==> src/rtl/dsa_pkg.sv <==
// Shared types and widths for the output-image readback path.
package dsa_pkg;

    localparam int unsigned PIX_W = 8;
    localparam int unsigned CNT_W = 32;

    typedef enum logic [1:0] {
        RD_IDLE,
        RD_RUN,
        RD_DRAIN,
        RD_FIN
    } rd_state_e;

endpackage

==> src/rtl/stream_skid_fifo.sv <==
// Two-entry registered FIFO; the head entry drives the stream outputs directly.
module stream_skid_fifo
    import dsa_pkg::*;
(
    input  logic             clk,
    input  logic             rst_n,
    input  logic             push,
    input  logic [PIX_W-1:0] push_data,
    input  logic             pop,
    output logic             head_valid,
    output logic [PIX_W-1:0] head_data,
    output logic [1:0]       occ
);

    logic [PIX_W-1:0] tail_data;
    logic [1:0]       occ_next;

    always_comb begin
        occ_next = occ;
        if (push && !pop) begin
            occ_next = occ + 2'd1;
        end else if (pop && !push) begin
            occ_next = occ - 2'd1;
        end
    end

    // Head only changes on pop or on a push into an empty FIFO.
    always_ff @(posedge clk or negedge rst_n) begin
        if (!rst_n) begin
            occ        <= 2'd0;
            head_valid <= 1'b0;
            head_data  <= '0;
            tail_data  <= '0;
        end else begin
            occ        <= occ_next;
            head_valid <= (occ_next != 2'd0);
            if (pop) begin
                head_data <= (push && occ == 2'd1) ? push_data : tail_data;
                if (push && occ == 2'd2) begin
                    tail_data <= push_data;
                end
            end else if (push) begin
                if (occ == 2'd0) begin
                    head_data <= push_data;
                end else begin
                    tail_data <= push_data;
                end
            end
        end
    end

endmodule

==> src/rtl/out_stream_reader.sv <==
// Scans the output image BRAM from address 0 and streams pixels on a valid/ready
// byte interface, accumulating a transfer count and an additive checksum.
module out_stream_reader
    import dsa_pkg::*;
#(
    parameter int unsigned AW = 12
) (
    input  logic             clk,
    input  logic             rst_n,
    input  logic             start,
    input  logic [15:0]      i_out_w,
    input  logic [15:0]      i_out_h,
    output logic             busy,
    output logic             done,
    output logic             o_err_size,
    output logic [AW-1:0]    mem_raddr,
    input  logic [PIX_W-1:0] mem_rdata,
    output logic             m_valid,
    input  logic             m_ready,
    output logic [PIX_W-1:0] m_data,
    output logic             m_last,
    output logic [CNT_W-1:0] o_count,
    output logic [CNT_W-1:0] o_checksum
);

    localparam logic [CNT_W-1:0] MAX_PIX = CNT_W'(1) << AW;

    rd_state_e        state;
    logic [CNT_W-1:0] total;
    logic [CNT_W-1:0] req_total;
    logic [AW-1:0]    ptr;
    logic             rd_pend;
    logic             cap_pend;
    logic [1:0]       occ;
    logic             pop_c;
    logic             push_c;
    logic             issue_c;
    logic             cap_next;
    logic [1:0]       occ_next;
    logic [CNT_W-1:0] count_next;

    stream_skid_fifo u_fifo (
        .clk        (clk),
        .rst_n      (rst_n),
        .push       (push_c),
        .push_data  (mem_rdata),
        .pop        (pop_c),
        .head_valid (m_valid),
        .head_data  (m_data),
        .occ        (occ)
    );

    // rd_pend: address on the bus, not yet sampled by the BRAM.
    // cap_pend: data sitting in the BRAM output register. That register holds
    // while mem_raddr holds, so a capture can wait there until the FIFO has room;
    // a new read is only issued when the pending capture is guaranteed a slot.
    always_comb begin
        req_total  = CNT_W'(i_out_w) * CNT_W'(i_out_h);
        pop_c      = m_valid & m_ready;
        push_c     = cap_pend && ((occ - 2'(pop_c)) != 2'd2);
        occ_next   = occ - 2'(pop_c) + 2'(push_c);
        cap_next   = rd_pend | (cap_pend & ~push_c);
        issue_c    = (state == RD_RUN) && (occ_next != 2'd2);
        count_next = o_count + CNT_W'(pop_c);
    end

    always_ff @(posedge clk or negedge rst_n) begin
        if (!rst_n) begin
            state      <= RD_IDLE;
            total      <= '0;
            ptr        <= '0;
            rd_pend    <= 1'b0;
            cap_pend   <= 1'b0;
            busy       <= 1'b0;
            done       <= 1'b0;
            o_err_size <= 1'b0;
            mem_raddr  <= '0;
            m_last     <= 1'b0;
            o_count    <= '0;
            o_checksum <= '0;
        end else begin
            done     <= 1'b0;
            rd_pend  <= 1'b0;
            cap_pend <= cap_next;
            m_last   <= (occ_next != 2'd0) && (count_next == total - CNT_W'(1));

            if (pop_c) begin
                o_count    <= count_next;
                o_checksum <= o_checksum + CNT_W'(m_data);
            end

            case (state)
                RD_IDLE: begin
                    if (start) begin
                        total      <= req_total;
                        o_count    <= '0;
                        o_checksum <= '0;
                        o_err_size <= 1'b0;
                        if (req_total == '0 || req_total > MAX_PIX) begin
                            o_err_size <= 1'b1;
                            done       <= 1'b1;
                            state      <= RD_FIN;
                        end else begin
                            // First read goes out on the accepting edge.
                            mem_raddr <= '0;
                            ptr       <= AW'(1);
                            rd_pend   <= 1'b1;
                            busy      <= 1'b1;
                            state     <= (req_total == CNT_W'(1)) ? RD_DRAIN : RD_RUN;
                        end
                    end
                end
                RD_RUN: begin
                    if (issue_c) begin
                        mem_raddr <= ptr;
                        ptr       <= ptr + AW'(1);
                        rd_pend   <= 1'b1;
                        if (CNT_W'(ptr) == total - CNT_W'(1)) begin
                            state <= RD_DRAIN;
                        end
                    end
                end
                RD_DRAIN: begin
                    if (occ_next == 2'd0 && !cap_next) begin
                        busy  <= 1'b0;
                        done  <= 1'b1;
                        state <= RD_FIN;
                    end
                end
                RD_FIN: begin
                    state <= RD_IDLE;
                end
                default: begin
                    state <= RD_IDLE;
                end
            endcase
        end
    end

endmodule

==> config.mk <==
export PLATFORM = sky130hd
export DESIGN_NAME = out_stream_reader
export DESIGN_NICKNAME = d
export VERILOG_FILES = /design/src/rtl/dsa_pkg.sv /design/src/rtl/stream_skid_fifo.sv /design/src/rtl/out_stream_reader.sv
export SDC_FILE = /design/constraint.sdc
export NUM_CORES = 1
export LEC_CHECK = 0
export BUFFER_PORTS_ARGS = -buffer_cell sky130_fd_sc_hd__buf_2
export CORE_UTILIZATION = 25
export DETAILED_ROUTE_END_ITERATION = 8
export PLACE_DENSITY_LB_ADDON = 0.12
export SETUP_SLACK_MARGIN = 0.15
export SYNTH_ARGS = -nofsm -noshare
export SYNTH_HDL_FRONTEND = slang
export SYNTH_SLANG_ARGS = --single-unit
==> constraint.sdc <==
create_clock -name clk -period 6.2 [get_ports clk]
set_clock_uncertainty 0.15 [all_clocks]
set_input_delay 0.62 -clock clk [delete_from_list [all_inputs] [get_ports clk]]
set_output_delay 0.62 -clock clk [all_outputs]
set_load 0.03 [all_outputs]
### After elaboration in Yosys (flattened, before gate mapping)

Index checks and enable logic that the tools add are counted.

| word-level totals | value |
|---|---|
| register bits after elaboration | 147 |
| word-level logic and storage cells | 118 |
| input port bits | 44 |
| output and inout port bits | 89 |

| cells by class | value |
|---|---|
| mux-type cells | 43 |
| bitwise logic cells | 4 |
| $lt $le $gt $ge | 1 |
| add/subtract/negate cells | 8 |
| multipliers | 1 |
| equal/unequal tests | 17 |
| reduce and logical (&&, ||, !) cells | 28 |

Operator list:

| cell | count |
|---|---|
| $mux 32 | 6 |
| $mux 12 | 6 |
| $mux 8 | 8 |
| $pmux 12 s2 | 2 |
| $add 32x1->32 | 1 |
| $add 32x8->32 | 1 |
| $eq 12x32->1 | 1 |
| $eq 32x1->1 const B | 1 |
| $eq 32x32->1 | 1 |
| $gt 32x13->1 const B | 1 |
| $logic_not 32->1 | 1 |
| $mul 16x16->32 | 1 |
| $sub 32x1->32 const B | 1 |
| $mux 2 | 8 |
| $ne 2x2->1 const B | 7 |
| $add 12x1->12 const B | 1 |
| $reduce_and 4->1 | 3 |
| $reduce_bool 2->1 | 6 |
| $mux 1 | 9 |
| $logic_and 1x1->1 | 8 |
| $pmux 2 s4 | 1 |
| $eq 2x2->1 const B | 3 |
| $logic_not 2->1 | 3 |
| $pmux 1 s2 | 3 |
| 13 further kinds | 19 |

### Depth between registers and ports, before layout

Gate-level depths: netlist of the first run.

| logic depth | value |
|---|---|
| depth in word-level cells | 11 |
| mapped depth | 27 |
| depth with buffers taken out | 23 |

### Hierarchy

Synthesis of the first run repeated with hierarchy kept, for this count alone.

| second synthesis, totals | value |
|---|---|
| cell total of the unflattened synthesis | 2138 |
| area, all modules | 18411.4 sq um |

Modules (own cells, without submodules):

| module | cells each | times used | seq. area each (sq um) | area each (sq um) |
|---|---|---|---|---|
| out_stream_reader | 2065 | 1 | 3203.1 | 17490.5 |
| stream_skid_fifo | 73 | 1 | 475.5 | 920.9 |

### Worst setup path before layout of the first run

Ideal clock, no wire load.

| timing | value |
|---|---|
| kind | input to register |
| start point | input port i_out_h[1] |
| end point | register ptr[0] |
| setup time | 0.125 ns |
| buffers on the path | 2 |
| cell stages on the path | 23 |
| path slack | -0.849 ns |
| data arrival time | 6.774 ns |
| data required time | 5.925 ns |
| path through | clkbuf_1 -> nand2_1 -> fa_1 -> fa_1 -> inv_1 -> fa_1 -> inv_1 -> fa_1 -> fa_1 -> fa_1 -> inv_1 -> ha_1 -> clkbuf_1 -> o21ai_0 -> a21oi_1 -> a21o_2 -> or4_4 -> a22oi_2 -> nand4_2 -> nor4b_4 -> a41oi_2 -> or2_0 -> mux2_4 |

| between the ends | value |
|---|---|
| cells in the longest elaborated chain, start to end | 5 |
| elaborated cells between the ends (all ways) | 6 |
| classes of those cells | 1 x mul; 1 x order compare; 1 x eq/ne; 3 x reduce/logical |

RTL lines:

| element | RTL line | RTL |
|---|---|---|
| start: declaration | out_stream_reader.sv:12 | `input logic [15:0] i_out_h,` |
| $mul 16x16->32 (*) | out_stream_reader.sv:58 | `req_total = CNT_W'(i_out_w) * CNT_W'(i_out_h);` |
| $gt 32x13->1 or $logic_not 32->1 (tied branches) | out_stream_reader.sv:99 | `if (req_total == '0 \|\| req_total > MAX_PIX) begin` |
| $logic_or 1x1->1 (*) | out_stream_reader.sv:99 |  |
| $ne 2x2->1 (no line) (*) | n/a |  |
| $reduce_and 4->1 (no line) (*) | n/a |  |
| end signal: assignment | out_stream_reader.sv:116 | `ptr <= ptr + AW'(1);` |
| end: declaration | out_stream_reader.sv:31 | `logic [AW-1:0] ptr;` |

Mark *: on every way between the ends. The rest lies on a longest branch, timed or not.
A chain may end at the register's enable or synchronous reset.

### Worst setup path after layout of the first run

| timing | value |
|---|---|
| start point | input port i_out_h[4] |
| end point | register ptr[9] |

Same word-level chain as after synthesis.

==> results.md, run 1 <==
- RSZ-0062 raised after global routing: true
- Max clock buf depth: 2
- Layout cell share with drive strength beyond 1: 23.2%
- Inserted Clock Buffers: 17
- Post-Syn Area per Cell: 8.83 µm²
- Final Non-Filler Cells: 3331
- Total Wirelength: 54.7 mm
- Relative slew slack: 33.1%
- GR Overflow Total: 0
- Area growth syn-to-layout: 25.5%
- Tcrit/Tclk final: 110%
- Yosys warns: 0
- Post-DP HPWL: 45.5 mm
- Hold Path Class: in -> async
- Htree depth: 4
- Most common cell after layout, fill and taps aside: nand2_1
- Max cap viols: 0
- Final #Nets: 2733
- Synth area leader: fa_1
- Pre-CTS setup slack: -1.45 ns
- Cts hold-fix bufs: 0
- Critical path type: in -> reg
- CP Data Required Time: 6.41 ns
- R2r setup slk: 1.99 ns
- All-Layer GR Usage: 15.0%
- Fraction of registers with async set/reset: 100%
- Most area-consuming cells after synthesis: fa_1 (21%), dfrtp_1 (20%), ha_1 (8.4%)
- #FFs+latches synth: 147
- Initial antenna violation count: 0
- Maximum fanout along the worst path: 6
- CORE AREA: 0.0719 mm²
- Ant. Diodes: 0
- Number of synthesized flops with an enable pin: 0
- Setup violators final: 30
- Mean routed wirelength per cell: 16.4 µm
- Die area: 0.0740 mm²
- DRC viols: 0
- DIE WIDTH: 272 µm
- Clk root buf: clkbuf_16
- CTS tree: done
- Failing checks: setup timing
- Initial Utilization: 25.4%
- Register area share after synthesis: 20.2%
- Syn nets: 2426
- Clk sinks: 147
- Fin. Hold Viols: 0
- Unique masters post-synth: 102
- Worst skew pair latency: 0.44 ns
- Crit path time final: 6.84 ns
- Vias in the first global route: 15700
- Cells after synthesis: 2064
- Total number of vias: 15200
- First drt pass iteration count: 5
- Status: complete, but fails checks
- RD Place Congestion: 0.836
- Share of the synthesized area in the top cell type: 21.4%
- Prevailing post-synth register cell: dfrtp_1
- Via-per-instance ratio: 4.55
- Fmax achieved: 146 MHz
- Die H: 272 µm
- CP Capture Type: flop
- Hold_ws: 0.0332 ns
- Fillers: 7699
- Arrival @ worst endpoint: 7.05 ns
- Io pins: 133
- Max Transition Viols Final: 0
- Worst-margin pin slew: 1.00 ns
- Startpoint Class: primary input
- Global-route wire length before repair: 88.3 mm
- R2r worst-path depth: 10
- Post-route setup slack: -0.640 ns
- Synth Cell Area: 0.0182 mm²
- Initial DRC Count: 777
- Largest net degree at the start of global routing: 81
- IO buf count: 132
- Worst-path clk slew: 0.06 ns
- Placed cell count: 3277
- Most frequent cells in the layout: nand2_1 (276), inv_1 (245), buf_4 (244)
- Post-DRT Antenna Nets: 0
- # rows: 98
[logic make-up (layout without fill, tap and decap cells)]
logic type | after synthesis | in the layout | share of synthesized area (%)
buffers and inverters | 344 | 661 | 7.36
adder cells (fa/ha/maj) | 318 | 318 | 29.9
multiplexers | 35 | 35 | 2.00
XOR/XNOR | 160 | 160 | 7.73
flip-flops | 147 | 147 | 20.2
AO/OA/AOI/OAI | 274 | 274 | 10.8
AND/OR/NAND/NOR | 786 | 786 | 22.1
[worst max-delay path, stage by stage]
cell      delay (ns)
buf_12          0.11
and2_4          0.15
fa_1            0.54
inv_2           0.04
fa_1            0.54
inv_1           0.06
fa_1            0.51
inv_2           0.04
fa_2            0.53
fa_2            0.44
fa_1            0.50
inv_2           0.04
ha_4            0.24
a21oi_4         0.19
o311ai_4        0.14
a21o_2          0.24
or4_4           0.42
a22oi_2         0.26
nand4_4         0.12
nor4b_4         0.33
buf_4           0.18
nand4_4         0.12
buf_12          0.23
a211oi_4        0.24
mux2i_1         0.20
[cells in the mapped netlist, types with 15 or more instances]
library cell / instances
a21oi_1: 70
and2_1: 156
and3_1: 16
clkbuf_1: 73
dfrtp_1: 147
fa_1: 195
ha_1: 123
inv_1: 250
mux2i_1: 26
nand2_1: 279
nand2b_1: 15
nand3_1: 40
nand4_1: 33
nor2_1: 107
nor3_1: 37
nor4_1: 18
o21ai_0: 60
or3_1: 18
xnor2_1: 91
xor2_1: 68
[per-stage QoR]
step	util, %	instance area (µm²)	setup TNS (ns)
2_1_floorplan	-	18400	-17.68
3_3_place_gp	29.9	21500	-43.05
3_5_place_dp	29.9	21500	-43.08
4_1_cts	31.6	22700	-14.78
5_1_grt	31.8	22900	-23.12
6_report	31.8	22900	-16.14
[sequential cells by signal (all words and copies together), names as in the netlist]
signal	cells
rd_pend	1
u_fifo.occ	2
m_last	1
ptr	12
state	2
u_fifo.head_valid	1
total	32
mem_raddr	12
o_count	32
busy	1
u_fifo.tail_data	8
u_fifo.head_data	8
o_checksum	32
done	1
o_err_size	1
cap_pend	1
[repair_timing]
item,CTS,global route
gates resized for setup,97,31
setup endpoints to repair,34,33
buffers inserted,14,9
cloned,2,0
pin swaps,47,25
[area by class of cell]
cell class | instances | area (µm²) | area share [%]
well taps | 950 | 1190 | 5.20
clock inverters | 7 | 97.6 | 0.427
flip-flops and latches | 147 | 3680 | 16.1
clock buffers | 22 | 494 | 2.16
multi-input cells | 1573 | 13600 | 59.6
repair buffers | 381 | 2830 | 12.4
inverters | 251 | 942 | 4.12
[routing by layer]
layer | GRT usage [%] | part of all wire (%) | up-vias
met1 | 20.1 | 47 | 7483
met2 | 25.6 | 48 | 222
met5 | 0 | 0 | -
li1 | - | - | 7390
met4 | 4.17 | 2.1 | 0
met3 | 1.30 | 2.3 | 56
[worst paths after layout]
| path | from | to |
|---|---|---|
| worst max register to register | total[2]$_DFFE_PN0P_ | m_last$_DFF_PN0_ |
| worst min-delay path | rst_n | u_fifo.tail_data[5]$_DFFE_PN0P_ |
| min in group clk | mem_rdata[5] | u_fifo.tail_data[5]$_DFFE_PN0P_ |
| max in group asynchronous | rst_n | o_count[24]$_DFF_PN0_ |
| worst min register to register | rd_pend$_DFF_PN0_ | cap_pend$_DFF_PN0_ |
| worst max-delay path | i_out_h[4] | ptr[9]$_DFFE_PN0P_ |
Power of run 1 is not shown: default switching activity piles up to over one toggle a cycle in this logic, so the estimate is an artifact.
==> inputs of run 2 (changes only) <==
clock period = 5.5 ns   (was 6.2 ns; I/O delays follow)
==> run 2 against run 1 <==
The run still ends with setup timing left. Critical path depth is 1 lower. Design area is 2.8% higher. Via count is 0.25% higher. Non-clock buffer count is 15 higher. Clock-buffer cell count is 2 lower. Global-route usage is 0.051 points lower.
==> results.md, run 2 (same netlist as run 1, synthesis figures left out) <==
- Initial Utilization: 25.4%
- Fillers: 7605
- Setup violators final: 39
- Worst path max stage delay: 0.59 ns
- RSZ-0062 raised after global routing: true
- Die H: 272 µm
- Pre-CTS setup slack: -1.84 ns
- Max Transition Viols Final: 0
- CP cell instances: buf_12 > and2_4 > fa_1 > inv_1 > fa_1 > inv_1 > fa_1 > inv_2 > fa_1 > fa_2 > inv_2 > fa_2 > ha_4 > nand4_1 > nor3_2 > and3_4 > or4_4 > a22oi_2 > nand4_4 > nor4b_4 > buf_4 > a41oi_4 > or2_1 > mux2_4
- Clk root buf: clkbuf_16
- IO buf count: 132
- Global-route wire length before repair: 88.6 mm
- Final #Nets: 2748
- Top flop regs: o_checksum: 32 flops, o_count: 32 flops, total: 32 flops
- Final instance area: 0.0235 mm²
- Max clock buf depth: 2
- Vias in the first global route: 15800
- Status: complete, but fails checks
- Worst path depth: 24
- Cells on Worst Hold Path: 2
- Total number of vias: 15200
- Clk sinks: 147
- Post-route setup slack: -1.15 ns
- DRC viols: 0
- CP Capture Type: flop
- Post-DP HPWL: 45.4 mm
- Tcrit/Tclk final: 121%
- Worst skew pair latency: 0.44 ns
- Placed cell count: 3290
- Total Wirelength: 54.5 mm
- Fmax achieved: 150 MHz
- Initial antenna violation count: 0
- CTS tree: done
- CP Data Required Time: 5.68 ns
- Relative slew slack: 33.1%
- Post-DRT Antenna Nets: 0
- Crit path time final: 6.65 ns
- CP max stage cell: fa_2
- All-Layer GR Usage: 14.9%
- First drt pass iteration count: 5
- Fin. Hold Viols: 0
- # rows: 98
- CP top delay family: adder cells
- Io pins: 133
- Placed instance area: 0.0217 mm²
- R2r worst-path depth: 10
- Hold Path Class: in -> reg
- Via-per-instance ratio: 4.54
- Metal3 WL: 1.02 mm
- Worst-path clk slew: 0.07 ns
- Most common cell after layout, fill and taps aside: nand2_1
- Crit-path most repeated cell: fa_1
- RD Place Congestion: 0.841
- Initial DRC Count: 686
- Arrival @ worst endpoint: 6.83 ns
- Layout cell share with drive strength beyond 1: 26.6%
- Startpoint Class: primary input
- Met1 wire length: 25.5 mm
- Max layer used: met4
- Die area: 0.0740 mm²
- Largest net degree at the start of global routing: 80
- Most frequent cells in the layout: nand2_1 (267), inv_1 (244), buf_4 (233)
- Critical path buffer and inverter count: 6
- GR Overflow Total: 0
- CORE AREA: 0.0719 mm²
- Worst-margin pin slew: 1.00 ns
- Htree depth: 4
- Ant. Diodes: 0
- Metal2 WL: 27.2 mm
- Failing checks: setup timing
- Final Non-Filler Cells: 3349
- DIE WIDTH: 272 µm
- Area growth syn-to-layout: 29.0%
- Max cap viols: 0
- Maximum fanout along the worst path: 7
- Critical path type: in -> reg
- Mean routed wirelength per cell: 16.3 µm
- Inserted Clock Buffers: 17
- Hold_ws: 0.207 ns
run 2: changes by cell type in the layout (fill, tap and decap cells not counted), moves of 6 or more:
cell     previous run  this run
nand2_1           276       267
nor2_1            106        98
ha_1              113       105
buf_4             244       233
o21ai_0            52        40
o21ai_2             2         8
nand2_2             2        10
buf_6              20        44
a21oi_4             5        13
a21oi_1            62        50
nand3_1            40        34
ha_4                7        14
run 2: timing repair:
item | 4_1_cts | 5_1_grt
cloned | 0 | 1
endpoints found under the hold margin | 23 | 0
gates resized for setup | 137 | 96
endpoints found under the setup margin | 49 | 49
setup buffers | 13 | 12
pin swaps | 33 | 56
hold buffers | 1 | 0
run 2: worst paths after layout:
| check | start | endpoint | slack [ns] |
|---|---|---|---|
| min reg2reg | rd_pend$_DFF_PN0_ | cap_pend$_DFF_PN0_ | 0.35 |
| min | mem_rdata[3] | u_fifo.tail_data[3]$_DFFE_PN0P_ | 0.21 |
| min in group asynchronous | rst_n | u_fifo.tail_data[5]$_DFFE_PN0P_ | 0.37 |
| max reg2reg | total[2]$_DFFE_PN0P_ | m_last$_DFF_PN0_ | 1.47 |
| max | i_out_h[9] | ptr[0]$_DFFE_PN0P_ | -1.15 |
| max in group asynchronous | rst_n | total[10]$_DFFE_PN0P_ | 3.69 |
run 2: area by class of cell:
class	instances	area, µm²	area share, %
clock buffers	20	437	1.86
multi-input cells	1573	14100	60.0
repair buffers	396	3010	12.8
well taps	950	1190	5.05
inverters	251	942	4.01
clock inverters	12	156	0.665
flip-flops and latches	147	3680	15.6
run 2: worst register-to-register path, stage by stage, from the launching register on:
cell and delay, ns:
dfrtp_1 0.47, nor4_2 0.60, nand2_1 0.33, or4_1 0.49, xor2_1 0.33, xor2_1 0.25, xnor2_1 0.09, o31ai_1 0.34
nor4b_1 0.29, o2111ai_1 0.18, nor4b_1 0.39
run 2: per-stage QoR:
step	util [%]	TNS [ns]
2_1_floorplan	-	-37.76
4_1_cts	32.0	-31.18
3_5_place_dp	30.2	-64.55
5_1_grt	32.7	-39.56
3_3_place_gp	30.2	-62.68
6_report	32.7	-31.08
run 2: layer usage:
metal | up-vias | track usage, %
met1 | 7563 | 20.3
met3 | 29 | 1.07
met5 | - | 0
met4 | 0 | 2.94
li1 | 7411 | -
met2 | 186 | 25.9
Power of run 2 is left out for the same reason.
==> inputs of run 3 (changes only) <==
BUFFER_PORTS_ARGS = unset   (was -buffer_cell sky130_fd_sc_hd__buf_2)
CTS_BUF_LIST = sky130_fd_sc_hd__clkbuf_2   (was unset)
DONT_BUFFER_PORTS = 1   (was unset)
REMOVE_ABC_BUFFERS = 1   (was unset)
==> run 3 against run 2 <==
Worst setup slack improved by 0.48 ns. Non-clock buffer count is 200 lower. Critical path type unchanged. Highest routed layer unchanged. The flow still finishes with violations (setup timing). Core utilization down 3.3 points.
==> results.md, run 3 (same netlist as run 1, synthesis figures left out) <==
- Status: complete, but fails checks
- Failing checks: setup timing
- Via-per-instance ratio: 4.65
- Post-DRT Antenna Nets: 0
- Die H: 272 µm
- Clk sinks: 147
- Initial antenna violation count: 2
- CTS tree: done
- Post-route setup slack: -0.666 ns
- Hold Path Class: in -> reg
- Initial Utilization: 25.4%
- Total Wirelength: 54.3 mm
- Final #Nets: 2548
- IO buf count: 0
- First drt pass iteration count: 5
- Hold_ws: 0.154 ns
- Mean routed wirelength per cell: 17.3 µm
- Arrival @ worst endpoint: 6.75 ns
- DIE WIDTH: 272 µm
- Pre-CTS setup slack: -1.96 ns
- Setup violators final: 30
- Worst-margin pin slew: 1.17 ns
- Max cap viols: 0
- Inserted Clock Buffers: 17
- CP Data Required Time: 6.09 ns
- Global-route wire length before repair: 87.3 mm
- Most frequent cells in the layout: nand2_1 (275), inv_1 (244), fa_1 (194)
- Area growth syn-to-layout: 16.2%
- Htree depth: 4
- RD Place Congestion: 0.837
- Max Transition Viols Final: 0
- Most common cell after layout, fill and taps aside: nand2_1
- Critical path type: in -> reg
- Relative slew slack: 21.7%
- Startpoint Class: primary input
- CP Capture Type: flop
- Worst skew pair latency: 0.78 ns
- CORE AREA: 0.0719 mm²
- Largest net degree at the start of global routing: 148
- Die area: 0.0740 mm²
- # rows: 98
- Crit path time final: 6.17 ns
- GR Overflow Total: 0
- DRC viols: 0
- Fmax achieved: 162 MHz
- Max clock buf depth: 2
- Layout cell share with drive strength beyond 1: 15.4%
- Vias in the first global route: 15400
- Fin. Hold Viols: 0
- Post-DP HPWL: 43.2 mm
- Worst-path clk slew: 0.23 ns
- RSZ-0062 raised after global routing: true
- Total number of vias: 14600
- Initial DRC Count: 717
- Io pins: 133
- Clk root buf: clkbuf_2
- Top flop regs: o_checksum: 32 flops, o_count: 32 flops, total: 32 flops
- All-Layer GR Usage: 15.0%
- Tcrit/Tclk final: 112%
- Fillers: 7719
- Maximum fanout along the worst path: 16
[run 3: cell count changes in the layout (fill, tap and decap cells not counted), moves of 9 or more]
cell / delta
buf_2: -105
buf_4: -64
buf_6: -33
clkbuf_2: +19
clkbuf_16: -18
a21oi_1: +14
o21ai_0: +13
dlygate4sd3_1: +12
ha_1: +9
[run 3: worst paths after layout]
check,startpoint,endpoint,slack [ns],cells past startpoint
min,start,rd_pend$_DFF_PN0_,0.15,5
max reg2reg,u_fifo.head_valid$_DFF_PN0_,m_last$_DFF_PN0_,1.31,14
max,i_out_w[5],ptr[9]$_DFFE_PN0P_,-0.67,25
min reg2reg,rd_pend$_DFF_PN0_,cap_pend$_DFF_PN0_,0.36,2
max in group asynchronous,rst_n,total[28]$_DFFE_PN0P_,4.29,2
min in group asynchronous,rst_n,u_fifo.tail_data[3]$_DFFE_PN0P_,0.17,2
[run 3: cell type report]
type | count | area (µm²) | area share (%)
flip-flops and latches | 147 | 3680 | 17.4
repair buffers | 196 | 1590 | 7.51
clock buffers | 19 | 95.1 | 0.449
inverters | 251 | 945 | 4.46
clock inverters | 11 | 65.1 | 0.307
well taps | 950 | 1190 | 5.61
multi-input cells | 1573 | 13600 | 64.3
diodes | 2 | 5.00 | 0.0236
[run 3: worst max-delay path, cell delays in order]
cell      delay [ns]
and2_4          0.14
fa_1            0.53
inv_1           0.05
fa_1            0.46
fa_1            0.54
inv_2           0.04
fa_1            0.50
inv_1           0.05
fa_1            0.49
inv_2           0.04
fa_1            0.48
ha_4            0.33
and4_4          0.28
nand2_4         0.07
o31ai_4         0.35
buf_4           0.18
o2111a_1        0.16
a211o_2         0.11
nand4_1         0.13
nor4b_4         0.28
buf_4           0.18
nand4_4         0.19
buf_6           0.18
a211oi_4        0.23
mux2i_1         0.20
[run 3: stage by stage]
stage,cell area (µm²),utilization (%),cells,setup TNS [ns]
6_report,21200,29.5,3149,-16.05
5_1_grt,21200,29.5,3149,-19.17
4_1_cts,20900,29.1,3140,-13.34
3_5_place_dp,20300,28.2,3084,-63.94
3_3_place_gp,20300,28.2,3084,-62.81
2_1_floorplan,17800,-,1971,-43.72
[run 3: repair_timing]
action | in CTS | in global routing
buffers inserted | 12 | 7
setup endpoints to repair | 33 | 35
gates resized for setup | 49 | 45
hold endpoints to repair | 173 | 0
pin swaps | 53 | 29
hold buffers | 14 | 0
[run 3: routing by layer]
| layer | GRT usage, % | part of all wire (%) |
|---|---|---|
| met1 | 19.7 | 45 |
| met2 | 26.2 | 51 |
| met3 | 2.21 | 3.4 |
| met4 | 2.40 | 0.83 |
| met5 | 0 | 0 |
Power of run 3 is left out for the same reason.
